`src/rtl/exe_pkg.sv`:
```
// Shared definitions for the MIPS execute stage: ALU codes, forwarding and
// HI/LO-read encodings, the multiply/divide FSM states and iteration count.
package exe_pkg;

  localparam int MULDIV_CYCLES = 32;
  localparam int CNT_W         = $clog2(MULDIV_CYCLES);

  localparam logic [3:0] ALU_ADD   = 4'd0;
  localparam logic [3:0] ALU_SUB   = 4'd1;
  localparam logic [3:0] ALU_AND   = 4'd2;
  localparam logic [3:0] ALU_OR    = 4'd3;
  localparam logic [3:0] ALU_XOR   = 4'd4;
  localparam logic [3:0] ALU_NOR   = 4'd5;
  localparam logic [3:0] ALU_SLT   = 4'd6;
  localparam logic [3:0] ALU_SLTU  = 4'd7;
  localparam logic [3:0] ALU_SLL   = 4'd8;
  localparam logic [3:0] ALU_SRL   = 4'd9;
  localparam logic [3:0] ALU_SRA   = 4'd10;
  localparam logic [3:0] ALU_LUI   = 4'd11;
  localparam logic [3:0] ALU_MULT  = 4'd12;
  localparam logic [3:0] ALU_MULTU = 4'd13;
  localparam logic [3:0] ALU_DIV   = 4'd14;
  localparam logic [3:0] ALU_DIVU  = 4'd15;

  localparam logic [1:0] FWD_MEM = 2'b01;
  localparam logic [1:0] FWD_WB  = 2'b10;

  localparam logic [1:0] MF_HI = 2'b01;
  localparam logic [1:0] MF_LO = 2'b10;

  typedef enum logic [1:0] {
    MD_IDLE = 2'd0,
    MD_BUSY = 2'd1,
    MD_DONE = 2'd2
  } md_state_e;

  // Codes 00 and 11 both select the register-file value.
  function automatic logic [31:0] fwd_pick(input logic [1:0]  sel,
                                           input logic [31:0] reg_val,
                                           input logic [31:0] mem_val,
                                           input logic [31:0] wb_val);
    logic [31:0] r;
    r = reg_val;
    if (sel == FWD_MEM) r = mem_val;
    else if (sel == FWD_WB) r = wb_val;
    return r;
  endfunction

endpackage

```
`src/rtl/muldiv_seq.sv`:
```
// 32-iteration shift/add multiplier and restoring divider owning HI/LO.
// The divider datapath is only built when MULDIV_DIV_EN is defined.
module muldiv_seq
  import exe_pkg::*;
(
  input  logic        clk,
  input  logic        rst,
  input  logic        start,
  input  logic [1:0]  op,
  input  logic [31:0] a,
  input  logic [31:0] b,
  output logic        stall,
  output logic [31:0] hi,
  output logic [31:0] lo
);

  localparam logic [CNT_W-1:0] CNT_LAST = CNT_W'(MULDIV_CYCLES - 1);

  md_state_e        state_q, state_d;
  logic [CNT_W-1:0] cnt_q, cnt_d;
  logic [31:0]      acc_q, acc_d;   // upper product half / partial remainder
  logic [31:0]      low_q, low_d;   // multiplier, or dividend turning into quotient
  logic [31:0]      opb_q, opb_d;
  logic             is_div_q, is_div_d;
  logic             neg_res_q, neg_res_d;
  logic             neg_rem_q, neg_rem_d;
  logic             div0_q, div0_d;
  logic [31:0]      dvd_q, dvd_d;
  logic [31:0]      hi_q, hi_d;
  logic [31:0]      lo_q, lo_d;

  logic        start_ok;
  logic        sign_a, sign_b;
  logic [31:0] mag_a, mag_b;
  logic [32:0] mul_sum;
  logic [31:0] step_acc, step_low;
  logic [63:0] prod;
  logic [31:0] res_hi, res_lo;

  always_comb begin
    sign_a = ~op[0] & a[31];
    sign_b = ~op[0] & b[31];
    mag_a  = sign_a ? (~a + 32'd1) : a;
    mag_b  = sign_b ? (~b + 32'd1) : b;
`ifdef MULDIV_DIV_EN
    start_ok = start;
`else
    start_ok = start & ~op[1];
`endif
  end

  // One iteration of the datapath, plus the sign-corrected result it would give.
  always_comb begin
    mul_sum  = {1'b0, acc_q} + (low_q[0] ? {1'b0, opb_q} : 33'd0);
    step_acc = mul_sum[32:1];
    step_low = {mul_sum[0], low_q[31:1]};
    prod     = {step_acc, step_low};
    if (neg_res_q) prod = ~prod + 64'd1;
    res_hi = prod[63:32];
    res_lo = prod[31:0];
`ifdef MULDIV_DIV_EN
    if (is_div_q) begin
      if ({acc_q, low_q[31]} >= {1'b0, opb_q}) begin
        step_acc = 32'({acc_q, low_q[31]} - {1'b0, opb_q});
        step_low = {low_q[30:0], 1'b1};
      end else begin
        step_acc = {acc_q[30:0], low_q[31]};
        step_low = {low_q[30:0], 1'b0};
      end
      res_lo = neg_res_q ? (~step_low + 32'd1) : step_low;
      res_hi = neg_rem_q ? (~step_acc + 32'd1) : step_acc;
      if (div0_q) begin
        res_hi = dvd_q;
        res_lo = '1;
      end
    end
`endif
  end

`ifndef MULDIV_DIV_EN
  logic unused_div;
  assign unused_div = ^{is_div_q, neg_rem_q, div0_q, dvd_q};
`endif

  always_comb begin
    state_d   = state_q;
    cnt_d     = cnt_q;
    acc_d     = acc_q;
    low_d     = low_q;
    opb_d     = opb_q;
    is_div_d  = is_div_q;
    neg_res_d = neg_res_q;
    neg_rem_d = neg_rem_q;
    div0_d    = div0_q;
    dvd_d     = dvd_q;
    hi_d      = hi_q;
    lo_d      = lo_q;
    stall     = 1'b0;
    case (state_q)
      MD_IDLE: begin
        if (start_ok) begin
          stall     = 1'b1;
          state_d   = MD_BUSY;
          cnt_d     = '0;
          acc_d     = '0;
          low_d     = mag_a;
          opb_d     = mag_b;
          is_div_d  = op[1];
          neg_res_d = sign_a ^ sign_b;
          neg_rem_d = sign_a;
          div0_d    = (b == 32'd0);
          dvd_d     = a;
        end
      end
      MD_BUSY: begin
        stall = 1'b1;
        acc_d = step_acc;
        low_d = step_low;
        cnt_d = cnt_q + 1'b1;
        if (cnt_q == CNT_LAST) begin
          hi_d    = res_hi;
          lo_d    = res_lo;
          state_d = MD_DONE;
        end
      end
      // The held instruction still presents its opcode here; it must not restart.
      MD_DONE: state_d = MD_IDLE;
      default: state_d = MD_IDLE;
    endcase
  end

  always_ff @(posedge clk) begin
    if (rst) begin
      state_q   <= MD_IDLE;
      cnt_q     <= '0;
      acc_q     <= '0;
      low_q     <= '0;
      opb_q     <= '0;
      is_div_q  <= 1'b0;
      neg_res_q <= 1'b0;
      neg_rem_q <= 1'b0;
      div0_q    <= 1'b0;
      dvd_q     <= '0;
      hi_q      <= '0;
      lo_q      <= '0;
    end else begin
      state_q   <= state_d;
      cnt_q     <= cnt_d;
      acc_q     <= acc_d;
      low_q     <= low_d;
      opb_q     <= opb_d;
      is_div_q  <= is_div_d;
      neg_res_q <= neg_res_d;
      neg_rem_q <= neg_rem_d;
      div0_q    <= div0_d;
      dvd_q     <= dvd_d;
      hi_q      <= hi_d;
      lo_q      <= lo_d;
    end
  end

  assign hi = hi_q;
  assign lo = lo_q;

endmodule

```
`src/rtl/exe_stage.sv`:
```
// MIPS execute stage: operand forwarding, single-cycle ALU, destination mux and
// the sequential mul/div unit. Define MULDIV_DIV_EN to build DIV/DIVU support.
module exe_stage
  import exe_pkg::*;
(
  input  logic        clk,
  input  logic        rst,
  input  logic        in_valid,
  input  logic [4:0]  exe_signal,
  input  logic        reg_dst,
  input  logic [1:0]  mf_sel,
  input  logic [5:0]  opcode,
  input  logic [4:0]  rs,
  input  logic [4:0]  rt,
  input  logic [4:0]  rd,
  input  logic [31:0] datareg1,
  input  logic [31:0] datareg2,
  input  logic [31:0] output_val,
  input  logic [1:0]  fwd_a_sel,
  input  logic [1:0]  fwd_b_sel,
  input  logic [31:0] mem_alu_result,
  input  logic [31:0] wb_data,
  output logic [31:0] alu_result,
  output logic [31:0] write_data,
  output logic [4:0]  dest_reg,
  output logic        stall,
  output logic [31:0] hi,
  output logic [31:0] lo
);

  logic        alu_src;
  logic [3:0]  alu_ctrl;
  logic [31:0] op_a, op_b_reg, op_b;
  logic [4:0]  shamt;
  logic [31:0] alu_out;
  logic        md_start;
  logic [31:0] md_hi, md_lo;

  assign alu_src  = exe_signal[4];
  assign alu_ctrl = exe_signal[3:0];
  assign shamt    = output_val[10:6];

  always_comb begin
    op_a     = fwd_pick(fwd_a_sel, datareg1, mem_alu_result, wb_data);
    op_b_reg = fwd_pick(fwd_b_sel, datareg2, mem_alu_result, wb_data);
    op_b     = alu_src ? output_val : op_b_reg;
  end

  always_comb begin
    alu_out = '0;
    case (alu_ctrl)
      ALU_ADD:  alu_out = op_a + op_b;
      ALU_SUB:  alu_out = op_a - op_b;
      ALU_AND:  alu_out = op_a & op_b;
      ALU_OR:   alu_out = op_a | op_b;
      ALU_XOR:  alu_out = op_a ^ op_b;
      ALU_NOR:  alu_out = ~(op_a | op_b);
      ALU_SLT:  alu_out = {31'd0, ($signed(op_a) < $signed(op_b))};
      ALU_SLTU: alu_out = {31'd0, (op_a < op_b)};
      ALU_SLL:  alu_out = op_b << shamt;
      ALU_SRL:  alu_out = op_b >> shamt;
      ALU_SRA:  alu_out = $signed(op_b) >>> shamt;
      ALU_LUI:  alu_out = op_b << 16;
      ALU_MULT, ALU_MULTU, ALU_DIV, ALU_DIVU: alu_out = '0;
      default:  alu_out = '0;
    endcase
  end

  // HI/LO reads take priority over whatever the ALU computes.
  always_comb begin
    alu_result = alu_out;
    if (mf_sel == MF_HI) alu_result = md_hi;
    else if (mf_sel == MF_LO) alu_result = md_lo;
  end

  assign write_data = op_b_reg;
  assign dest_reg   = reg_dst ? rd : rt;
  assign md_start   = in_valid & (alu_ctrl[3:2] == 2'b11);

  muldiv_seq u_muldiv (
    .clk   (clk),
    .rst   (rst),
    .start (md_start),
    .op    (alu_ctrl[1:0]),
    .a     (op_a),
    .b     (op_b_reg),
    .stall (stall),
    .hi    (md_hi),
    .lo    (md_lo)
  );

  assign hi = md_hi;
  assign lo = md_lo;

  logic unused_inputs;
  assign unused_inputs = ^{opcode, rs};

endmodule
```
`config.mk`:
```
export PLATFORM = sky130hd
export DESIGN_NAME = exe_stage
export DESIGN_NICKNAME = d
export VERILOG_FILES = /design/src/rtl/exe_pkg.sv /design/src/rtl/muldiv_seq.sv /design/src/rtl/exe_stage.sv
export SDC_FILE = /design/constraint.sdc
export NUM_CORES = 1
export LEC_CHECK = 0
export ABC_AREA = 1
export ABC_CLOCK_PERIOD_IN_PS = 3500
export CELL_PAD_IN_SITES_DETAIL_PLACEMENT = 0
export CELL_PAD_IN_SITES_GLOBAL_PLACEMENT = 2
export CORE_ASPECT_RATIO = 1.25
export CORE_UTILIZATION = 26
export CTS_CLUSTER_DIAMETER = 200
export CTS_CLUSTER_SIZE = 14
export DETAILED_ROUTE_END_ITERATION = 16
export GPL_ROUTABILITY_DRIVEN = 0
export PLACE_DENSITY_LB_ADDON = 0.1
export SYNTH_ARGS = -nofsm -noshare
export SYNTH_HDL_FRONTEND = slang
export SYNTH_SLANG_ARGS = --single-unit
```
`constraint.sdc`:
```
create_clock -name clk -period 3.5 [get_ports clk]
set_input_delay 0.35 -clock clk [delete_from_list [all_inputs] [get_ports clk]]
set_output_delay 0.35 -clock clk [all_outputs]
set_load 0.01 [all_outputs]
```
; ---- Word level (Yosys, flattened, before mapping)
; Cells that the tools add are included.
[word_totals]
reg_bits = 168
inputBits = 196
output_inout_bits = 134
wordCells = 92
[classes]
addsub = 7
magnitude_cmp = 2
eq_ne = 26
n_shift = 3
n_mux = 24
n_bitwise = 14
reduce_logical = 8
[ops]
columns = operator, n
row1 = $pmux 32 s13, 1
row2 = $mux 32, 12
row3 = $pmux 32 s2, 2
row4 = $not 32->32, 3
row5 = $add 32x1->32 const B, 2
row6 = $add 64x1->64 const B, 1
row7 = $lt 32x32->1, 2
row8 = $mux 64, 1
row9 = $not 64->64, 1
row10 = $add 32x33->33, 1
row11 = $add 32x32->32, 1
row12 = $and 32x32->32, 1
row13 = $eq 4x4->1 const B, 8
row14 = $or 32x32->32, 1
row15 = $shl 32x5->32, 1
row16 = $shr 32x5->32, 1
row17 = $sshr 32x5->32, 1
row18 = $sub 32x32->32, 1
row19 = $xor 32x32->32, 1
row20 = $eq 4x3->1 const B, 4
row21 = $mux 5, 2
row22 = $pmux 5 s2, 1
row23 = $eq 2x1->1 const B, 4
row24 = $eq 2x2->1 const B, 4
row25 = 17 further kinds, 27

; ---- Depth between registers and ports, before layout
[depth]
word_depth = 9
depth_mapped = 30
depth_no_buf = 26

; ---- Modules after synthesis
; Synthesis repeated with hierarchy kept, for this count alone.
[unflattened]
cells_unflattened = 4691
area_unflattened_um2 = 25157.9
[by_module_without_submodules]
columns = module, n_inst, cells_each, area_each_um2, seq_area_each_um2
row1 = exe_stage, 1, 2590, 12695.9, 0.0
row2 = muldiv_seq, 1, 2101, 12462.0, 3363.2

; ---- Worst setup path before layout
; Ideal clock, no wire load.
[synth_timing]
path_kind = in2out
from = input port fwd_b_sel[1]
to = output port alu_result[21]
arrival_time_ps = 3282
required_time_ps = 3150
slack_ps = -132
cell_stages = 25
path_buffers = 5
path_cell_list = buf_4 > inv_4 > nand2_4 > inv_2 > buf_6 > buf_8 > buf_8 > nand2_1 > nand3_1 > nand2_1 > nand2_1 > ha_1 > clkbuf_1 > nand2_1 > nor2_1 > nand2_1 > o21ai_0 > a21oi_1 > o21bai_1 > nor2_1 > o21ai_0 > inv_1 > nand2_1 > nand2_1 > nand2_1
[synth_between]
elab_chain_cells = 9
elab_cells_between_ends = 17
cone_classes = 2 x add/sub / 2 x eq/ne / 3 x shift / 6 x mux / 4 x bitwise
[synth_lines]
columns = element, line_no
row1 = from (decl), exe_stage.sv:20  ; input logic [1:0] fwd_b_sel,
row2 = $eq 2x2->1, exe_pkg.sv:45  ; else if (sel == FWD_WB) r = wb_val;
row3 = $mux 32, exe_pkg.sv:45
row4 = $mux 32 (*), exe_pkg.sv:44  ; if (sel == FWD_MEM) r = mem_val;
row5 = $mux 32 (*), exe_stage.sv:46  ; op_b = alu_src ? output_val : op_b_reg;
row6 = branches (longest 2 deep; another with $sub 32x32->32), --
row7 = $pmux 32 s13 (*), exe_stage.sv:51  ; case (alu_ctrl)
row8 = $mux 32 (*), exe_stage.sv:73  ; else if (mf_sel == MF_LO) alu_result = md_lo;
row9 = $mux 32 (*), exe_stage.sv:72  ; if (mf_sel == MF_HI) alu_result = md_hi;
row10 = to (decl), exe_stage.sv:23  ; output logic [31:0] alu_result,
; Every way passes the cells marked *.

; ---- Final worst setup path
[layout_timing]
from = input port fwd_b_sel[1]
to = output port alu_result[22]
; Same word-level chain as after synthesis.

==> results.cfg <==
[status]
status = finished, violations left
violations = setup timing

[synthesis]
syn-num-nets = 5038
synthMuxAreaShare_pct = 0.2206
netlist_area_mm2 = 0.02553
synth_compound_area_share_pct = 18.05
yosysSeqAreaShare_pct = 13.17
synth-simple-area-share_pct = 45.46
synthArstFlopShare_pct = 0
synth_warnings = 0
yosys.area_share.xor_xnor_pct = 2.745
ys_ff_latch = 168
synth_top_family_by_area = simple AND/OR/NAND/NOR gates
synth_cells = 4706
synth_fa_ha_area_share_pct = 6.754
synth-main-ff-cell = dfxtp_1
synthDistinctLibCells = 69
synth_area_per_cell_um2 = 5.425
synth-edff-count = 0

[setup_path]
crit_required_ns = 3.15
start_kind = primary input
worstSetupEndpointType = primary output
cp_common_cell = buf_12
critical_path_class = in2out
critPathArrivalTime_ns = 3.74
max_stage_delay_ns = 0.43
critPathLaunch = fwd_b_sel[1]
cp_max_fo = 8
reg2reg_from = u_muldiv.low_q[0]
cpMaxStageDelayCell = fa_2

[cts]
cts_root_buffer = clkbuf_16
numCtsBuffers = 17
hold_buffers = 0
clock_sinks = 168
clockBufferDepth = 2
cts_tree = done
clkTransAtPathRegs_ns = 0.07
clock_latency_ns = 0.47
htreeDepth = 4

[detailed_routing]
drt_iter0_markers = 2682
wl_per_cell_um = 24.48
antenna_left = 0
vias_per_cell = 5.127
via_count = 37625
drc_errors = 0
routed_wl_um = 179600
drt_pass1_iterations = 6

[floorplan]
die-area_mm2 = 0.09945
core.rowCount = 128
die_y_um = 352.3
chipWidth_um = 282.3
io_pins = 330
fp.coreArea_mm2 = 0.09737
start_util_pct = 26.22

[timing]
tightest_slew_ns = 1.011
period_minus_slack_ns = 4.088
setup_ws_ns = -0.5880
setup_viol = 30
whs_ns = 0.4680
rsz0062_at_grt = yes
period_share_pct = 116.8
final.setup.tns_ns = -11.13
finClkSkew_ns = 0.02422
relSlewSlack_pct = 32.57
slew_violations = 0
fmax_ghz = 0.2446
finalHoldViolCount = 0

[global_routing]
grt_pass1_vias = 36855
track_usage_pct = 34.81
grt_start_max_net_pins = 118
grt_overflow = 0
antenna_found_initial = 7
grt_pass1_wl_um = 249800

[final_layout]
nets = 6352
layout_commonest_cell = nand2_1
multi_input_area_mm2 = 0.02281
layout_common_cells = nand2_1 (1146), buf_4 (1009), nand3_1 (529)
final-seq-area_mm2 = 0.003366
area_delta_synth_final_pct = 73.89
n_fill_cell = 10522
final_area_mm2 = 0.04439
drive_gt1_share_pct = 36.48
fin_util_pct = 45.59

[place]
dp_hpwl_um = 148700
place_area_mm2 = 0.03694
place_ws_ns = -2.503
portBuffers = 318

[pwr]
p_per_area_mw_per_mm2 = 276.1
leakagePower_nw = 21.55
ir_drop_mv = 0.2119

[min_path]
worstHoldStart = u_muldiv.cnt_q[4]
hold_path.class = reg2reg

[flow_run]
maxCapViolations = 0
power breakdown:
group | switching [mW] | internal [mW] | leakage, nW
Clock | 0.936 | 1.02 | 0.283
Combinational | 4.69 | 3.65 | 19.9
Sequential | 0.0272 | 1.93 | 1.36
Total | 5.65 | 6.60 | 21.6
synth_stat cells, types with 14 or more instances:
cell type  instances  share of area, %
a21oi_1          291               5.7
a21oi_2           24              0.82
a221oi_1          14              0.48
a31oi_1           33              0.81
buf_1             30              0.44
buf_2             37              0.73
clkbuf_1         129               1.9
dfxtp_1          168                13
ha_1             133               6.5
inv_1            616               9.1
inv_2             18              0.26
nand2_1         1385                20
nand2_2           17              0.42
nand3_1          623                12
nand3_2           30               1.2
nand3b_1          18              0.53
nand4_1           78               1.9
nor2_1           386               5.7
nor2_2            16              0.39
nor3_1            47              0.92
o211ai_1          21              0.62
o21a_1            18              0.53
o21ai_0          238               4.7
o21ai_1           44              0.86
o21bai_1          26              0.76
o221ai_1          14              0.48
o22ai_1           22              0.54
xor2_1            71               2.4
cells by family after synthesis:
| family | count (synthesis) |
|---|---|
| AOI/OAI and AO/OA | 798 |
| xor gates and xnor gates | 80 |
| adders and majority gates | 136 |
| buffers and inverters | 862 |
| DFF | 168 |
| muxes | 5 |
| and+or+nand+nor | 2657 |
per-stage QoR:
step | instances | total power [mW]
6_report | 7338 | 12.25
3_5_place_dp | 7058 | 8.257
2_1_floorplan | 4706 | 4.582
5_1_grt | 7338 | 12.73
3_3_place_gp | 7058 | 8.276
4_1_cts | 7255 | 11.49
layout make-up:
cell class,instances,share of cell area (%)
sequential,168,7.582
clock inverter,14,0.3636
clock buffer,18,0.9668
tap,1300,3.664
timing repair buffer,1518,30.39
antenna,5,0.02819
inverter,638,5.615
multi-input combinational,3677,51.39
worst max-delay path: cells and delay by family:
kind	cells	cell delay [ns]
fa+ha+maj	1	0.43
buf+inv	10	1.38
simple gates	12	1.05
compound gates	4	0.49
sequential cells by signal, summed over array words and instances (netlist names):
signal / count
u_muldiv.opb_q: 32
u_muldiv.acc_q: 32
u_muldiv.low_q: 32
u_muldiv.neg_res_q: 1
u_muldiv.cnt_q: 5
u_muldiv.hi: 32
u_muldiv.lo: 32
u_muldiv.state_q: 2
metal layers:
metal  GRT usage (%)  up-vias  share of wire (%)
li1                -    18000                  -
met1           36.20    17630                 35
met2           61.17     1419                 49
met3           3.935      574                4.7
met4           31.09        2                 11
met5               0        -             0.0061
path summary, 6_finish.rpt:
path                       endpoint  slack [ns]  cells after the start
setup / recovery     alu_result[22]       -0.59                     27
hold / removal    u_muldiv.cnt_q[4]        0.47                      2
setup reg to reg    u_muldiv.hi[20]        0.19                     17
hold reg to reg   u_muldiv.cnt_q[4]        0.47                      2
what timing repair did:
action	in CTS	in global routing
hold endpoints to repair	0	0
setup endpoints to repair	33	72
cloned	9	2
resized for setup	1028	483
setup buffers	167	91
pin swaps	248	246
(Power assumes the default switching activity.)
